==> src/rtl/uf_label_scheduler.sv <==
// Sequencer that owns the union_find op port: initialises it per frame, issues
// one union per buffered equivalence pair, then streams a label->root remap table.
module uf_label_scheduler #(
  parameter int N          = 256,
  parameter int ADDR_WIDTH = 8,
  parameter int FIFO_DEPTH = 4
) (
  input  logic                  clk,
  input  logic                  reset_n,
  input  logic                  frame_start,
  input  logic                  frame_end,
  input  logic [ADDR_WIDTH-1:0] max_label,
  input  logic                  eq_valid,
  output logic                  eq_ready,
  input  logic [ADDR_WIDTH-1:0] eq_a,
  input  logic [ADDR_WIDTH-1:0] eq_b,
  output logic                  uf_frame_start,
  output logic [1:0]            uf_op,
  output logic [ADDR_WIDTH-1:0] uf_node1,
  output logic [ADDR_WIDTH-1:0] uf_node2,
  input  logic [ADDR_WIDTH-1:0] uf_result,
  input  logic                  uf_done,
  input  logic                  uf_idle,
  output logic                  remap_valid,
  output logic [ADDR_WIDTH-1:0] remap_addr,
  output logic [ADDR_WIDTH-1:0] remap_data,
  output logic [ADDR_WIDTH-1:0] num_components,
  output logic                  resolve_done,
  output logic                  busy
);

  localparam int PTR_W = $clog2(FIFO_DEPTH);
  localparam logic [PTR_W:0]            PTR_ONE    = (PTR_W + 1)'(1);
  localparam logic [ADDR_WIDTH-1:0]     LABEL_ONE  = ADDR_WIDTH'(1);
  localparam logic [ADDR_WIDTH-1:0]     LAST_LABEL = ADDR_WIDTH'(N - 1);

  localparam logic [1:0] OP_NONE  = 2'b00;
  localparam logic [1:0] OP_UNION = 2'b01;
  localparam logic [1:0] OP_FIND  = 2'b10;

  localparam logic [3:0] S_IDLE      = 4'd0;
  localparam logic [3:0] S_INIT_REQ  = 4'd1;
  localparam logic [3:0] S_INIT_WAIT = 4'd2;
  localparam logic [3:0] S_RUN       = 4'd3;
  localparam logic [3:0] S_ISSUE_U   = 4'd4;
  localparam logic [3:0] S_WAIT_U    = 4'd5;
  localparam logic [3:0] S_FIND      = 4'd6;
  localparam logic [3:0] S_WAIT_F    = 4'd7;
  localparam logic [3:0] S_DONE      = 4'd8;
  localparam logic [3:0] S_ABORT     = 4'd9;  // restart pending: drain the in-flight op, then re-init

  logic [3:0]            state;
  logic                  armed;
  logic                  end_pending;
  logic                  init_first;
  logic                  op_out;
  logic [ADDR_WIDTH-1:0] max_q;
  logic [ADDR_WIDTH-1:0] counter;
  logic [ADDR_WIDTH-1:0] count;

  logic [ADDR_WIDTH-1:0] fifo_a [FIFO_DEPTH];
  logic [ADDR_WIDTH-1:0] fifo_b [FIFO_DEPTH];
  logic [PTR_W:0]        wr_ptr;
  logic [PTR_W:0]        rd_ptr;

  logic                  fifo_empty;
  logic                  fifo_full;
  logic                  accept_state;
  logic                  pair_keep;
  logic                  push;
  logic                  pop;
  logic                  abort;
  logic                  end_ok;
  logic [ADDR_WIDTH-1:0] count_next;
  logic [ADDR_WIDTH-1:0] max_clamped;

  assign fifo_empty   = (wr_ptr == rd_ptr);
  assign fifo_full    = (wr_ptr[PTR_W] != rd_ptr[PTR_W]) &&
                        (wr_ptr[PTR_W-1:0] == rd_ptr[PTR_W-1:0]);
  assign accept_state = state inside {S_INIT_WAIT, S_RUN, S_ISSUE_U, S_WAIT_U};
  assign eq_ready     = armed && !fifo_full && accept_state;

  // Self-pairs and background pairs complete the handshake but carry no information.
  assign pair_keep    = (eq_a != eq_b) && (eq_a != '0) && (eq_b != '0);
  assign push         = eq_valid && eq_ready && pair_keep;
  assign pop          = (state == S_ISSUE_U);
  assign abort        = frame_start && (state != S_IDLE) && (state != S_DONE);
  assign end_ok       = frame_end && armed && (state inside {S_RUN, S_ISSUE_U, S_WAIT_U});

  assign count_next   = (uf_result == counter) ? count + LABEL_ONE : count;
  assign max_clamped  = (max_label > LAST_LABEL) ? LAST_LABEL : max_label;

  assign uf_frame_start = (state == S_INIT_REQ);
  assign busy           = !((state == S_IDLE) || ((state == S_RUN) && fifo_empty));

  // NOTE: every output of an always_comb gets a default first, so no path can infer a latch.
  always_comb begin
    uf_op    = OP_NONE;
    uf_node1 = '0;
    uf_node2 = '0;
    case (state)
      S_ISSUE_U: begin
        uf_op    = OP_UNION;
        uf_node1 = fifo_a[rd_ptr[PTR_W-1:0]];
        uf_node2 = fifo_b[rd_ptr[PTR_W-1:0]];
      end
      S_FIND: begin
        if (uf_idle) begin
          uf_op    = OP_FIND;
          uf_node1 = counter;
        end
      end
      default: ;
    endcase
  end

  // NOTE: pair storage has no reset; the pointers alone decide which entries are valid.
  always_ff @(posedge clk) begin
    if (push) begin
      fifo_a[wr_ptr[PTR_W-1:0]] <= eq_a;
      fifo_b[wr_ptr[PTR_W-1:0]] <= eq_b;
    end
  end

  // NOTE: sequential state uses non-blocking assignments only; later ones in the block take priority.
  always_ff @(posedge clk) begin
    if (!reset_n) begin
      state          <= S_IDLE;
      armed          <= 1'b0;
      end_pending    <= 1'b0;
      init_first     <= 1'b0;
      op_out         <= 1'b0;
      max_q          <= '0;
      counter        <= '0;
      count          <= '0;
      wr_ptr         <= '0;
      rd_ptr         <= '0;
      remap_valid    <= 1'b0;
      remap_addr     <= '0;
      remap_data     <= '0;
      num_components <= '0;
      resolve_done   <= 1'b0;
    end else begin
      remap_valid  <= 1'b0;
      resolve_done <= 1'b0;

      if (uf_done) op_out <= 1'b0;
      if (uf_op != OP_NONE) op_out <= 1'b1;
      if (push) wr_ptr <= wr_ptr + PTR_ONE;
      if (pop)  rd_ptr <= rd_ptr + PTR_ONE;

      if (abort) begin
        state       <= S_ABORT;
        armed       <= 1'b0;
        end_pending <= 1'b0;
        wr_ptr      <= '0;
        rd_ptr      <= '0;
      end else begin
        if (end_ok) begin
          max_q       <= max_clamped;
          end_pending <= 1'b1;
        end

        case (state)
          S_IDLE:      if (frame_start) state <= S_INIT_REQ;
          S_INIT_REQ: begin
            init_first <= 1'b1;
            state      <= S_INIT_WAIT;
          end
          S_INIT_WAIT: begin
            if (init_first) begin
              init_first <= 1'b0;
            end else if (uf_idle) begin
              armed <= 1'b1;
              state <= S_RUN;
            end
          end
          S_RUN: begin
            if (!fifo_empty && uf_idle) begin
              state <= S_ISSUE_U;
            end else if (end_pending && fifo_empty) begin
              end_pending <= 1'b0;
              count       <= '0;
              if (max_q == '0) begin
                num_components <= '0;
                resolve_done   <= 1'b1;
                armed          <= 1'b0;
                state          <= S_DONE;
              end else begin
                counter <= LABEL_ONE;
                state   <= S_FIND;
              end
            end
          end
          S_ISSUE_U:   state <= S_WAIT_U;
          S_WAIT_U:    if (uf_done) state <= S_RUN;
          S_FIND:      if (uf_idle) state <= S_WAIT_F;
          S_WAIT_F: begin
            if (uf_done) begin
              remap_valid <= 1'b1;
              remap_addr  <= counter;
              remap_data  <= uf_result;
              count       <= count_next;
              if (counter == max_q) begin
                num_components <= count_next;
                resolve_done   <= 1'b1;
                armed          <= 1'b0;
                state          <= S_DONE;
              end else begin
                counter <= counter + LABEL_ONE;
                state   <= S_FIND;
              end
            end
          end
          S_DONE:      state <= frame_start ? S_INIT_REQ : S_IDLE;
          S_ABORT:     if (uf_idle && !op_out) state <= S_INIT_REQ;
          default:     state <= S_IDLE;
        endcase
      end
    end
  end

endmodule

==> config.mk <==
export PLATFORM = sky130hd
export DESIGN_NAME = uf_label_scheduler
export DESIGN_NICKNAME = d
export VERILOG_FILES = /design/src/rtl/uf_label_scheduler.sv
export SDC_FILE = /design/constraint.sdc
export NUM_CORES = 1
export LEC_CHECK = 0
export CAP_MARGIN = 20
export CORE_ASPECT_RATIO = 0.75
export CORE_MARGIN = 5
export CORE_UTILIZATION = 50
export DETAILED_ROUTE_END_ITERATION = 10
export PLACE_DENSITY = 0.78
export SYNTH_ARGS = -nofsm -noshare
export SYNTH_HDL_FRONTEND = slang
export SYNTH_SLANG_ARGS = --single-unit
==> constraint.sdc <==
create_clock -name clk -period 3.7 [get_ports clk]
set_input_delay 0.925 -clock clk [delete_from_list [all_inputs] [get_ports clk]]
set_output_delay 0.925 -clock clk [all_outputs]
set_load 0.05 [all_outputs]
# [Yosys cells after proc, flatten, opt, wreduce, memory -nomap -nowiden]
# Memories as Yosys holds them, arrays and structs flattened. A register that Yosys moved wholly into a read port is not among the register bits.
# Cells that the tools add are included.
[word_totals] input_bits=39 wordCells=172 out_inout_bits=47 mem_bits_rw=64 memories=2 mem_bits_ro=0 latch_bits=0 register_bits=64
[memory_table] memory="fifo_a" depth=4 width=8 rd=1 rd_ports_with_merged_regs=1 write_ports=1 line="61" source="logic [ADDR_WIDTH-1:0] fifo_a [FIFO_DEPTH];"
[memory_table] memory="fifo_b" depth=4 width=8 rd=1 rd_ports_with_merged_regs=1 write_ports=1 line="62" source="logic [ADDR_WIDTH-1:0] fifo_b [FIFO_DEPTH];"
[classes] add_sub_neg=4 n_div=0 reduce_logical=43 magnitude_cmp=1 n_eq_ne=38 n_shift=0 mux=65 bitwise_logic=3 n_mul=0
[op_table] operator="two-way mux 8 bit" count=17
[op_table] operator="one-hot mux 8 bit (2 select lines)" count=4
[op_table] operator="two-way mux 4 bit" count=12
[op_table] operator="one-hot mux 4 bit (10 select lines)" count=1
[op_table] operator="AND reduction 8 bit" count=3
[op_table] operator="two-way mux 1 bit" count=22
[op_table] operator="inequality test 2 bit (second input constant)" count=11
[op_table] operator="inequality test 3 bit (second input constant)" count=7
[op_table] operator="adder 8 x 1 -> 8 bit (second input constant)" count=2
[op_table] operator="== test 4 x 3 -> 1 bit (second input constant)" count=4
[op_table] operator="== test 8 bit" count=2
[op_table] operator="nonzero test 8 bit" count=2
[op_table] operator="logical AND 1 bit" count=15
[op_table] operator="AND reduction 7 bit" count=2
[op_table] operator="two-way mux 2 bit" count=5
[op_table] operator="== test 4 x 2 -> 1 bit (second input constant)" count=2
[op_table] operator="== test 4 bit (second input constant)" count=2
[op_table] operator="> comparator 8 bit (second input constant)" count=1
[op_table] operator="logical NOT 8 bit" count=1
[op_table] operator="inequality test 8 bit" count=1
[op_table] operator="nonzero test 2 bit" count=4
[op_table] operator="nonzero test 4 bit" count=2
[op_table] operator="adder 3 x 1 -> 3 bit (second input constant)" count=2
[op_table] operator="nonzero test 3 bit" count=2
[op_table] operator="20 further kinds" count=28

# [Longest topological paths before layout]
[depth] ltp_word=9 mapped_depth=8 depth_no_buf=5

# [Least setup slack after synthesis]
# No wires, ideal clock.
[synth_timing] path_kind="reg-to-output" startpoint="register state[1]" endpoint="output uf_frame_start" arrival_ns=2.524 required_ns=2.775 path_slack_ns=0.251 path_stages_with_launch=5 path_buffers=3 cell_sequence="dfxtp_1 > buf_4 > clkbuf_1 > clkbuf_1 > nor4b_1"
[synth_between] elab_chain_cells=1
[synth_lines] element="start, declared" line="52" source="logic [3:0] state;"
[synth_lines] element="start signal, assigned" line="215" source="S_DONE: state <= frame_start ? S_INIT_REQ : S_IDLE;"
[synth_lines] element="== test 4 x 1 -> 1 bit" line="93" source="assign uf_frame_start = (state == S_INIT_REQ);"
[synth_lines] element="end, declared" line="17" source="output logic uf_frame_start,"
# No other way between the ends.

# [Worst setup path after layout]
[layout_timing] startpoint="register wr_ptr[1]" endpoint="output eq_ready"
[layout_between] elab_chain_cells=5
[layout_lines] element="start, declared" line="63" source="logic [PTR_W:0] wr_ptr;"
[layout_lines] element="start signal, assigned" line="149" source="if (push) wr_ptr <= wr_ptr + PTR_ONE;"
[layout_lines] element="== test 2 bit" line="79" source="(wr_ptr[PTR_W-1:0] == rd_ptr[PTR_W-1:0]);"
[layout_lines] element="logical AND 1 bit" line="78" source="assign fifo_full = (wr_ptr[PTR_W] != rd_ptr[PTR_W]) &&"
[layout_lines] element="logical NOT 1 bit" line="81" source="assign eq_ready = armed && !fifo_full && accept_state;"
[layout_lines] element="logical AND 1 bit (2 in series)" line="81"
[layout_lines] element="end, declared" line="14" source="output logic eq_ready,"
# No other way between the ends.

==> flow_summary.yaml <==
worst_setup_path:
  crit_type: "register to output pin"
  critPathCaptureType: "output pin"
  r2r-start: "wr_ptr[1]$_SDFFE_PP0P_"
  cp.required_ns: 2.77
  cp_max_fo: 5
  slowest_stage: "clkdlybuf4s50_1"
  cp_cell_sequence: "xor2_1 -> o311a_1 -> clkdlybuf4s50_1"
  max_stage_delay_ns: 0.83
  critPathArrivalTime_ns: 2.38
  critPathLaunch: "wr_ptr[1]$_SDFFE_PP0P_"
  start_kind: "register"
sta:
  fmax_ghz: 0.303
  worst_pin_slew_ns: 0.919
  fin_tns_setup_ns: 0
  min_period_over_period: 0.892
  rsz0062_at_grt: "false"
  setup_viol: 0
  relSlewSlack: 0.381
  post-route-min-period_ns: 3.30
  drv_slew: 0
  skew_ns: 0.00904
  hold_violations: 0
die:
  dieArea_um2: 14600
  core_area_um2: 12100
  start_util: 0.505
  dieHeight_um: 106
  io_pins: 86
  dieWidth_um: 138
  rows: 35
run_status:
  run_status: "completed"
routing:
  drtPass1Iterations: 5
  vias: 4813
  drc: 0
  wirelength_um: 15100
  wl_per_cell_um: 18.7
  drtIter0Drc: 389
  drtAntennaViolNets: 0
  viasPerCell: 5.98
synthesis:
  async_flop_share: 0
  synthCells: 551
  seq_area_frac_synth: 0.529
  synth_edf_count: 64
  syn_nets: 597
  post_synth.cell_area_avg_um2: 11.1
  ys_seq_elements: 130
  synth.cell_area_um2: 6130
  yosys_most_used_dff: "dfxtp_1"
  synth_cell_types: 58
  yosysWarnings: 0
layout:
  mostFrequentLayoutCells: "clkdlybuf4s50_1 (67), dfxtp_1 (64), edfxtp_1 (64), nor2_1 (37), a21oi_1 (35)"
  fin_nets: 672
  area_growth_pct: 28.8
  num_antenna_cells: 0
  layout_commonest_cell: "clkdlybuf4s50_1"
  drive_above_1_share: 0.130
global_routing:
  use_met2: 0.323
  use_met3: 0.0620
  grt_max_degree: 36
  overflow: 0
  grt_antenna_before_repair: 0
  met1_usage: 0.288
  grt_pass1_wl_um: 23900
  grt_pass1_vias: 4699
  grtUsageTotal: 0.211
  grt-busiest-layer: "met2"
clocking:
  cts_tree: "built"
  clkSlewWorstSetupHoldPaths_ns: 0.07
  cts_sinks: 130
  htree_levels: 4
  clock_latency_ns: 0.43
  cts_buffers: 17
  cts-root-buf: "clkbuf_16"
  clk_path_buf_depth: 2
job:
  drv_cap: 0
min_path:
  hp-start: "num_components[5]$_SDFFE_PN0P_"
  hold_path.class: "register to register"
power:
  power_density_nw_per_um2: 540
  total_power_mw: 4.26
  irDropWorstVdd_mv: 0.359
  p_leak_nw: 2.70
place:
  hpwl_um: 10400
  io_buffers: 85
  gp_congestion: 0.864
## routing by layer
layer  part of all wire  up-vias
li1                   -     2243
met1               0.43     2324
met2               0.47      218
met3              0.081       28
met4              0.018        0
met5                  0        -
## logic make-up after synthesis
| logic type | Yosys count | share of synthesized area |
|---|---|---|
| AOI/OAI and AO/OA | 101 | 0.107 |
| xor gates and xnor gates | 33 | 0.0472 |
| adders and majority gates | 7 | 0.0143 |
| buffers and inverters | 49 | 0.0329 |
| DFF | 130 | 0.529 |
| muxes | 43 | 0.103 |
| and+or+nand+nor | 188 | 0.167 |
## power by group
part / total (mW) / switching (mW) / internal (mW)
registers: 1.63 / 0.0788 / 1.55
logic: 0.926 / 0.531 / 0.396
clock network: 1.71 / 0.738 / 0.972
total: 4.26 / 1.35 / 2.91
## area by class of cell
class	count	area, µm²
clock inverters	15	186
repair buffers	95	1110
flip-flops and latches	130	3250
inverters	10	37.5
well taps	166	208
clock buffers	17	425
multi-input cells	372	2680
fillers	890	4240
## per-stage QoR
| stage | hold WS (ns) | cell area, µm² | util | worst slack (ns) | std cells |
|---|---|---|---|---|---|
| global placement | 0.453 | 7280 | 0.600 | 0.439 | 773 |
| detailed placement | 0.463 | 7280 | 0.600 | 0.383 | 773 |
| global route | 0.482 | 7890 | 0.650 | 0.201 | 805 |
| floorplan | 0.456 | 6130 | - | 0.251 | 551 |
| finish | 0.474 | 7890 | 0.650 | 0.400 | 805 |
| CTS | 0.476 | 7890 | 0.650 | 0.170 | 805 |
## registers in the layout (all words and copies together), names as in the netlist, 3 cells and up, named ones only
register        count
fifo_a             32
fifo_b             32
count               8
counter             8
max_q               8
num_components      8
remap_addr          8
remap_data          8
state               4
rd_ptr              3
wr_ptr              3
## synth_stat cells, types with 6 or more instances
cell | n | share of area
a21oi_1 | 35 | 0.029
a31oi_1 | 6 | 0.0061
and2_1 | 11 | 0.011
and3_1 | 9 | 0.0092
clkbuf_1 | 31 | 0.019
dfxtp_1 | 66 | 0.22
edfxtp_1 | 64 | 0.31
ha_1 | 7 | 0.014
inv_1 | 9 | 0.0055
mux2i_1 | 27 | 0.044
mux4_2 | 16 | 0.059
nand2_1 | 26 | 0.016
nand2b_1 | 13 | 0.013
nand3_1 | 27 | 0.022
nand4_1 | 13 | 0.013
nor2_1 | 37 | 0.023
nor3_1 | 10 | 0.0082
nor4_1 | 20 | 0.020
o21ai_0 | 19 | 0.016
o22ai_1 | 6 | 0.0061
o31a_1 | 6 | 0.0086
o31ai_1 | 6 | 0.0074
xnor2_1 | 27 | 0.039
xor2_1 | 6 | 0.0086
## final timing paths
kind,depth (start not counted),endpoint,slack [ns]
worst max-delay path,3,eq_ready,0.40
worst min register to register,2,num_components[5]$_SDFFE_PN0P_,0.47
worst max register to register,4,fifo_a[1][6]$_DFFE_PP_,1.16
worst min-delay path,2,num_components[5]$_SDFFE_PN0P_,0.47
## timing repair
item / in CTS / in global routing
hold endpoints to repair: 0 / 0
hold buffers: 0 / 0
setup buffers: 0 / 0
resized for setup: 0 / 2
setup endpoints to repair: 0 / 1
## critical path, delay by kind of cell (launching register included)
family	cells	cell delay (ns)
DFF	1	0.44
buffers and inverters	1	0.83
xor gates and xnor gates	1	0.38
AOI/OAI and AO/OA	1	0.30
No activity file was read; power rests on OpenSTA's default activity.
